$ cat src/rtl/led_pkg.sv
// rtl/led_pkg.sv - shared constants and helpers for the LED fade stage; LED_GAMMA_EN adds led_gamma
package led_pkg;

   localparam int LED_N     = 8;
   localparam int LED_PWM_W = 4;

   // Brightest level for a given level width; the PWM period is this many cycles.
   function automatic int led_maxl(input int pwm_w);
      return (1 << pwm_w) - 1;
   endfunction

`ifdef LED_GAMMA_EN
   // Square-law brightness curve rounded up, so only level 0 is fully dark.
   // The square of a PWM_W-bit level always fits in 2*PWM_W bits.
   function automatic int led_gamma(input int level, input int maxl);
      return (level * level + maxl - 1) / maxl;
   endfunction
`endif

endpackage

$ cat src/rtl/led_fade_chan.sv
// rtl/led_fade_chan.sv - one LED channel: saturating fade level and PWM compare (LED_GAMMA_EN selects gamma compare)
module led_fade_chan
   import led_pkg::*;
#(
   parameter int PWM_W = LED_PWM_W
) (
   input  logic             clk,
   input  logic             rs,
   input  logic             target,
   input  logic             fade_tick,
   input  logic [PWM_W-1:0] pwm_cnt,
   output logic             pin,
   output logic             at_target
);

   localparam int               MAXL   = led_maxl(PWM_W);
   localparam logic [PWM_W-1:0] MAXL_V = PWM_W'(MAXL);

   logic [PWM_W-1:0] level_q;
   logic [PWM_W-1:0] level_d;
   logic [PWM_W-1:0] cmp_level;
   logic             pin_q;
   logic             pin_d;

   // Step the level one notch toward the target on each fade tick, clamped at both ends.
   always_comb begin
      level_d = level_q;
      if (fade_tick) begin
         if (target && (level_q != MAXL_V)) begin
            level_d = level_q + PWM_W'(1);
         end else if (!target && (level_q != '0)) begin
            level_d = level_q - PWM_W'(1);
         end
      end
   end

   // Brightness value fed to the comparator: raw level, or its gamma-corrected form.
   always_comb begin
`ifdef LED_GAMMA_EN
      cmp_level = PWM_W'(led_gamma(int'(level_q), MAXL));
`else
      cmp_level = level_q;
`endif
   end

   // PWM compare; level 0 never exceeds the counter and MAXL always does.
   always_comb begin
      pin_d = (cmp_level > pwm_cnt);
   end

   // Level and pin registers.
   always_ff @(posedge clk or posedge rs) begin
      if (rs) begin
         level_q <= '0;
         pin_q   <= 1'b0;
      end else begin
         level_q <= level_d;
         pin_q   <= pin_d;
      end
   end

   assign pin       = pin_q;
   assign at_target = target ? (level_q == MAXL_V) : (level_q == '0);

endmodule

$ cat src/rtl/led_fade_pwm.sv
// rtl/led_fade_pwm.sv - PWM fade output stage for the LED pattern (LED_GAMMA_EN selects gamma compare)
module led_fade_pwm
   import led_pkg::*;
#(
   parameter int N        = LED_N,
   parameter int PWM_W    = LED_PWM_W,
   parameter int FADE_DIV = 1024
) (
   input  logic         clk,
   input  logic         rs,
   input  logic [N-1:0] led_in,
   output logic [N-1:0] led_out,
   output logic         busy
);

   localparam int MAXL  = led_maxl(PWM_W);
   localparam int DIV_W = (FADE_DIV > 2) ? $clog2(FADE_DIV) : 1;

   logic [N-1:0]     led_in_q;
   logic [N-1:0]     led_in_d;
   logic [DIV_W-1:0] div_cnt_q;
   logic [DIV_W-1:0] div_cnt_d;
   logic [PWM_W-1:0] pwm_cnt_q;
   logic [PWM_W-1:0] pwm_cnt_d;
   logic             busy_q;
   logic             busy_d;
   logic             fade_tick;
   logic [N-1:0]     at_target;

   assign fade_tick = (div_cnt_q == DIV_W'(FADE_DIV - 1));

   // Next-state for the input register, fade prescaler, free-running PWM counter and busy flag.
   always_comb begin
      led_in_d  = led_in;
      div_cnt_d = fade_tick ? '0 : div_cnt_q + DIV_W'(1);
      pwm_cnt_d = (pwm_cnt_q == PWM_W'(MAXL - 1)) ? '0 : pwm_cnt_q + PWM_W'(1);
      busy_d    = ~(&at_target);
   end

   // Shared control registers.
   always_ff @(posedge clk or posedge rs) begin
      if (rs) begin
         led_in_q  <= '0;
         div_cnt_q <= '0;
         pwm_cnt_q <= '0;
         busy_q    <= 1'b0;
      end else begin
         led_in_q  <= led_in_d;
         div_cnt_q <= div_cnt_d;
         pwm_cnt_q <= pwm_cnt_d;
         busy_q    <= busy_d;
      end
   end

   for (genvar i = 0; i < N; i++) begin : g_chan
      led_fade_chan #(
         .PWM_W(PWM_W)
      ) u_chan (
         .clk      (clk),
         .rs       (rs),
         .target   (led_in_q[i]),
         .fade_tick(fade_tick),
         .pwm_cnt  (pwm_cnt_q),
         .pin      (led_out[i]),
         .at_target(at_target[i])
      );
   end

   assign busy = busy_q;

endmodule

$ cat config.mk
export PLATFORM = sky130hd
export DESIGN_NAME = led_fade_pwm
export DESIGN_NICKNAME = d
export VERILOG_FILES = /design/src/rtl/led_pkg.sv /design/src/rtl/led_fade_chan.sv /design/src/rtl/led_fade_pwm.sv
export SDC_FILE = /design/constraint.sdc
export NUM_CORES = 1
export LEC_CHECK = 0
export CAP_MARGIN = 15
export CORE_MARGIN = 1.5
export CORE_UTILIZATION = 30
export CTS_CLUSTER_DIAMETER = 60
export CTS_CLUSTER_SIZE = 12
export DETAILED_ROUTE_END_ITERATION = 16
export SYNTH_ARGS = -nofsm -noshare
export SYNTH_HDL_FRONTEND = slang
export SYNTH_HIERARCHICAL = 1
export SYNTH_SLANG_ARGS = --single-unit
$ cat constraint.sdc
create_clock -name clk -period 2.9 [get_ports clk]
set_clock_uncertainty 0.2 [all_clocks]
set_input_delay 0.435 -clock clk [delete_from_list [all_inputs] [get_ports clk]]
set_output_delay 0.435 -clock clk [all_outputs]
set_load 0.03 [all_outputs]
---- Word level (Yosys, flattened, before mapping) ----
Cells that the tools add are included.
W data, S select, Z words.
storage, ports and cells
  flip-flop bits (word level) ............. 63
  logic and storage cells ................. 148
cells by class
  $add $sub $neg .......................... 18
  magnitude comparators ................... 8
  eq/ne operators ......................... 18
  mux-type cells .......................... 26
  bitwise gates (word level) .............. 1
  reduce and logical (&&, ||, !) cells .... 57
operators with widths
  cell                     number
  $mux W4                  17
  $add A4 B1 Y4 const B    9
  $eq A4 B4 Y1 const B     9
  $gt A4 B4 Y1             8
  $logic_not A4 Y1         8
  $ne A4 B4 Y1 const B     8
  $reduce_bool A4 Y1       8
  $sub A4 B1 Y4 const B    8
  $logic_and A1 B1 Y1      16
  $reduce_and A2 Y1        8
  $reduce_bool A2 Y1       8
  $add A10 B1 Y10 const B  1
  $eq A10 B10 Y1 const B   1
  $mux W10                 1
  $logic_not A1 Y1         8
  $mux W1                  8
  $reduce_and A8 Y1        1
  $not A1 Y1               1

---- Longest topological paths before layout ----
  depth in word-level cells ............... 4
  depth in mapped cells ................... 7
  depth with buffers taken out ............ 7

---- By module ----
The synthesis kept the hierarchy.
modules (own cells, without submodules)
  module         times used  cells each  area each (um2)  seq. area each (um2)
  led_fade_chan  8           41          424.2            125.1
  led_fade_pwm   1           71          875.8            575.6

---- Worst setup path before layout ----
Ideal clock, no wire load.
  path type ............................... flip-flop to flip-flop
  start ................................... register div_cnt_q[0]
  end ..................................... register g_chan[0].u_chan.level_q[1]
  setup time .............................. 0.125 ns
  arrival time ............................ 2.469 ns
  data required time ...................... 2.575 ns
  setup slack ............................. 0.106 ns
  stages on the path, launching flop included .. 6
  clock period less this slack ............ 2.794 ns
  cell sequence ........................... dfrtp_1 -> ha_1 -> inv_1 -> nor3_2 -> and3_4 -> mux2_4
on the way
  cells in the longest elaborated chain, start to end .. 2
RTL lines
  item                                RTL line             text
  start: declaration                  led_fade_pwm.sv:21   logic [DIV_W-1:0] div_cnt_q;
  start signal: assignment            led_fade_pwm.sv:49   div_cnt_q <= div_cnt_d;
  $eq A10 B10 Y1                      led_fade_pwm.sv:30   assign fade_tick = (div_cnt_q == DIV_W'(FADE_DIV - 1));
  named net fade_tick                 led_fade_pwm.sv:27   logic fade_tick;
  $reduce_and A2 Y1 (no source line)  --
  end signal: assignment              led_fade_chan.sv:57  level_q <= level_d;
  end: declaration                    led_fade_chan.sv:19  logic [PWM_W-1:0] level_q;
The timed path passes the listed nets, and every way through them passes these cells.
A chain may end at the register's enable or synchronous reset.

---- Worst setup path in the final report ----
  start ................................... register g_chan[0].u_chan.level_q[0]
  end ..................................... register g_chan[0].u_chan.level_q[3]
on the way
  cells in the longest elaborated chain, start to end .. 4
RTL lines
  item
  parallel branches: the longest is 4 deep, another holds $sub A4 B1 Y4
Several ways; the timed one is not identified. The select of a mux whose other input is x is not followed.

==> results.sh <==
export IMPL_path_delay_family="compound AO/OA/AOI/OAI gates"
export IMPL_seq_power_share_pct=41.8
export IMPL_fp_dieArea_um2=15000
export IMPL_max_cap_viol_count=0
export IMPL_slowest_delay_ps=440
export IMPL_wl_met3_um=311
export IMPL_hold_viol_final=0
export IMPL_ir_drop_uv=205
export IMPL_min_from="div_cnt_q[8]"
export IMPL_worst_pin_slew_ps=561
export IMPL_core_area_um2=13900
export IMPL_synth_edf_count=0
export IMPL_fmax_mhz=400
export IMPL_relSlewSlack_pct=62.6
export IMPL_fin_nets=498
export IMPL_hold_depth=1
export IMPL_min_to="div_cnt_q[8]"
export IMPL_clock_path_buffers=2
export IMPL_cts_resized=0
export IMPL_grt_use_total_pct=12.8
export IMPL_die_h_um=122
export IMPL_wire_per_inst_um=13.9
export IMPL_cts_sinks=63
export IMPL_synth_top_area_cell="dfrtp_1"
export IMPL_r2r_start="g_chan[0].u_chan/cmp_level[0]"
export IMPL_required_ps=2920
export IMPL_grt_overflow_total=0
export IMPL_drive_gt1_share_pct=14.9
export IMPL_grt_pass1_vias=3080
export IMPL_clkSlewWorstSetupHoldPaths_ps=50
export IMPL_antenna_found_initial=0
export IMPL_num_vias=3050
export IMPL_crit_buf_inv=0
export IMPL_leakagePower_nw=2.46
export IMPL_regToRegEndpoint="g_chan[0].u_chan/cmp_level[3]"
export IMPL_worst_setup_path_end_kind="flop"
export IMPL_ioPinCount=19
export IMPL_status="finished, final reports clean"
export IMPL_ys_top_cells_by_area="dfrtp_1 (37%), ha_1 (14%), mux2_4 (5.6%), o21a_1 (4.2%), fa_1 (3.8%)"
export IMPL_powerDensity_nw_per_um2=425
export IMPL_seq_area_frac_synth_pct=36.9
export IMPL_grt_max_degree=37
export IMPL_drc=0
export IMPL_ctsHoldBuffers=0
export IMPL_clock_latency_ps=340
export IMPL_detail_route_vias_per_cell=4.95
export IMPL_num_antenna_cells=0
export IMPL_area_growth_pct=18.0
export IMPL_drt_pass1_iterations=4
export IMPL_synthCells=399
export IMPL_worstPathArrival_ps=2520
export IMPL_synth_top_area_share_pct=36.9
export IMPL_gp_congestion=0.785
export IMPL_fin_crit_sh_pct=86.2
export IMPL_p_int_w=0.00167
export IMPL_synth_commonest_cells="dfrtp_1 (63), ha_1 (49), inv_1 (42)"
export IMPL_setup_violations=0
export IMPL_hp_class="reg2reg"
export IMPL_rsz0062_at_grt="false"
export IMPL_cp_start_kind="flop"
export IMPL_cts_tree="yes"
export IMPL_grt_pass1_wl_mm=14.8
export IMPL_ys_ff_latch=63
export IMPL_pwr_share_clk_pct=54.6
export IMPL_cts_setup_buffers=0
export IMPL_cts_buffers=9
export IMPL_place_hpwl_mm=6.19
export IMPL_p_comb_share_pct=3.7
export IMPL_cts_root_buf="clkbuf_16"
export IMPL_crit_type="reg2reg"
export IMPL_switching_share_pct=21.9
export IMPL_yosysWarnings=6
export IMPL_final_core_utilization_pct=36.3
export IMPL_wl_met2_mm=4.21
export IMPL_rrSetupSlack_ps=400
export IMPL_initialDrtViolationCount=153
export IMPL_synth_area_um2=4270
export IMPL_ant_nets=0
export IMPL_synthDistinctLibCells=32
export IMPL_htreeDepth=3
export IMPL_die_w_um=122
export IMPL_critPathSlowestCell="dfrtp_1"
export IMPL_rows=43
export IMPL_post_route_min_period_ps=2500
export IMPL_cp_cell_sequence="and4_2 > nand2b_1 > ha_1 > a21o_1 > a21oi_1 > mux2_2 > o32a_1"
export IMPL_timing_setup_tns_ps=0
export IMPL_drv_slew=0
export IMPL_async_reset_ff_share_pct=100
export IMPL_wl_met1_mm=3.90
export IMPL_synth_nets=466
export IMPL_yosysMostFrequentCell="dfrtp_1"
export IMPL_reg2regPathDepth=7
export IMPL_syn_avg_cell_area_um2=10.7
export IMPL_synthFlopType="dfrtp_1"
export IMPL_power_switching_w=0.000469
export IMPL_routed_wl_mm=8.54
export IMPL_crit_fanout=5
export IMPL_start_util_pct=30.8
export IMPL_port_buffers=18
export IMPL_routed_top_layer="met4"
power by group through the flow:
stage	Combinational [W]	Sequential, W	Clock (W)
detailed placement	0.0000816	0.000909	0
global placement	0.0000789	0.000909	0
finish	0.0000789	0.000893	0.00117
CTS	0.0000821	0.000893	0.00120
global route	0.0000909	0.000894	0.00125
floorplan	0.0000491	0.000907	0
metrics by stage:
| stage | instance area (um^2) | total power (W) | worst slack, ps | std cells | hold WS [ps] |
|---|---|---|---|---|---|
| after floorplan | 4270 | 0.000956 | 106 | 399 | 13.5 |
| after global placement | 4720 | 0.000988 | 498 | 600 | 294 |
| after detailed placement | 4720 | 0.000990 | 409 | 600 | 289 |
| after CTS | 5040 | 0.00218 | 394 | 616 | 300 |
| after global routing | 5040 | 0.00223 | 282 | 616 | 317 |
| final | 5040 | 0.00214 | 400 | 616 | 304 |
how the worst max path moves through the flow:
stage                             startpoint                       endpoint  cells past startpoint
2_1_floorplan                   div_cnt_q[0]  g_chan[0].u_chan/cmp_level[1]                      5
3_3_place_gp   g_chan[0].u_chan/cmp_level[0]  g_chan[0].u_chan/cmp_level[3]                      7
3_5_place_dp   g_chan[0].u_chan/cmp_level[0]  g_chan[0].u_chan/cmp_level[3]                      7
4_1_cts        g_chan[0].u_chan/cmp_level[0]  g_chan[0].u_chan/cmp_level[3]                      7
5_1_grt        g_chan[0].u_chan/cmp_level[0]  g_chan[0].u_chan/cmp_level[3]                      7
6_report       g_chan[0].u_chan/cmp_level[0]  g_chan[0].u_chan/cmp_level[3]                      7
layer usage:
metal  GRT usage, %  vias up
met5              0        -
met4           4.51        0
met3           4.09       10
met2           21.6       38
met1           15.2     1516
li1               -     1486
state kept, by name, summed over array words and instances (netlist names):
name                     flops
busy                         1
div_cnt_q                   10
g_chan.u_chan/cmp_level     32
g_chan.u_chan/pin            8
led_in_q                     8
pwm_cnt_q                    4
final cells by class:
cell class | count | area (um^2)
tap | 180 | 225
clock buffer | 9 | 225
fill | 1388 | 8840
timing repair buffer | 21 | 215
multi-input combinational | 294 | 2540
sequential | 63 | 1580
clock inverter | 7 | 97.6
inverter | 42 | 158
cells in the final DEF, fill, tap and decap left out, types with 11 or more instances in the layout:
| cell | count |
|---|---|
| ha_1 | 49 |
| inv_1 | 42 |
| or3_1 | 18 |
| clkdlybuf4s50_1 | 18 |
| o21a_1 | 24 |
| xnor2_1 | 11 |
| nand2_1 | 41 |
| mux2_4 | 16 |
| nand4_1 | 12 |
| dfrtp_1 | 63 |
logic make-up (layout without fill, tap and decap cells):
| logic type | Yosys count | count (layout) | share of synthesized area (%) |
|---|---|---|---|
| buffers and inverters | 42 | 79 | 3.69 |
| xor gates and xnor gates | 21 | 21 | 4.31 |
| DFF | 63 | 63 | 36.9 |
| and+or+nand+nor | 134 | 134 | 19.1 |
| AOI/OAI and AO/OA | 57 | 57 | 9.85 |
| adders and majority gates | 57 | 57 | 18.1 |
| muxes | 25 | 25 | 7.97 |
(Power assumes the default switching activity.)
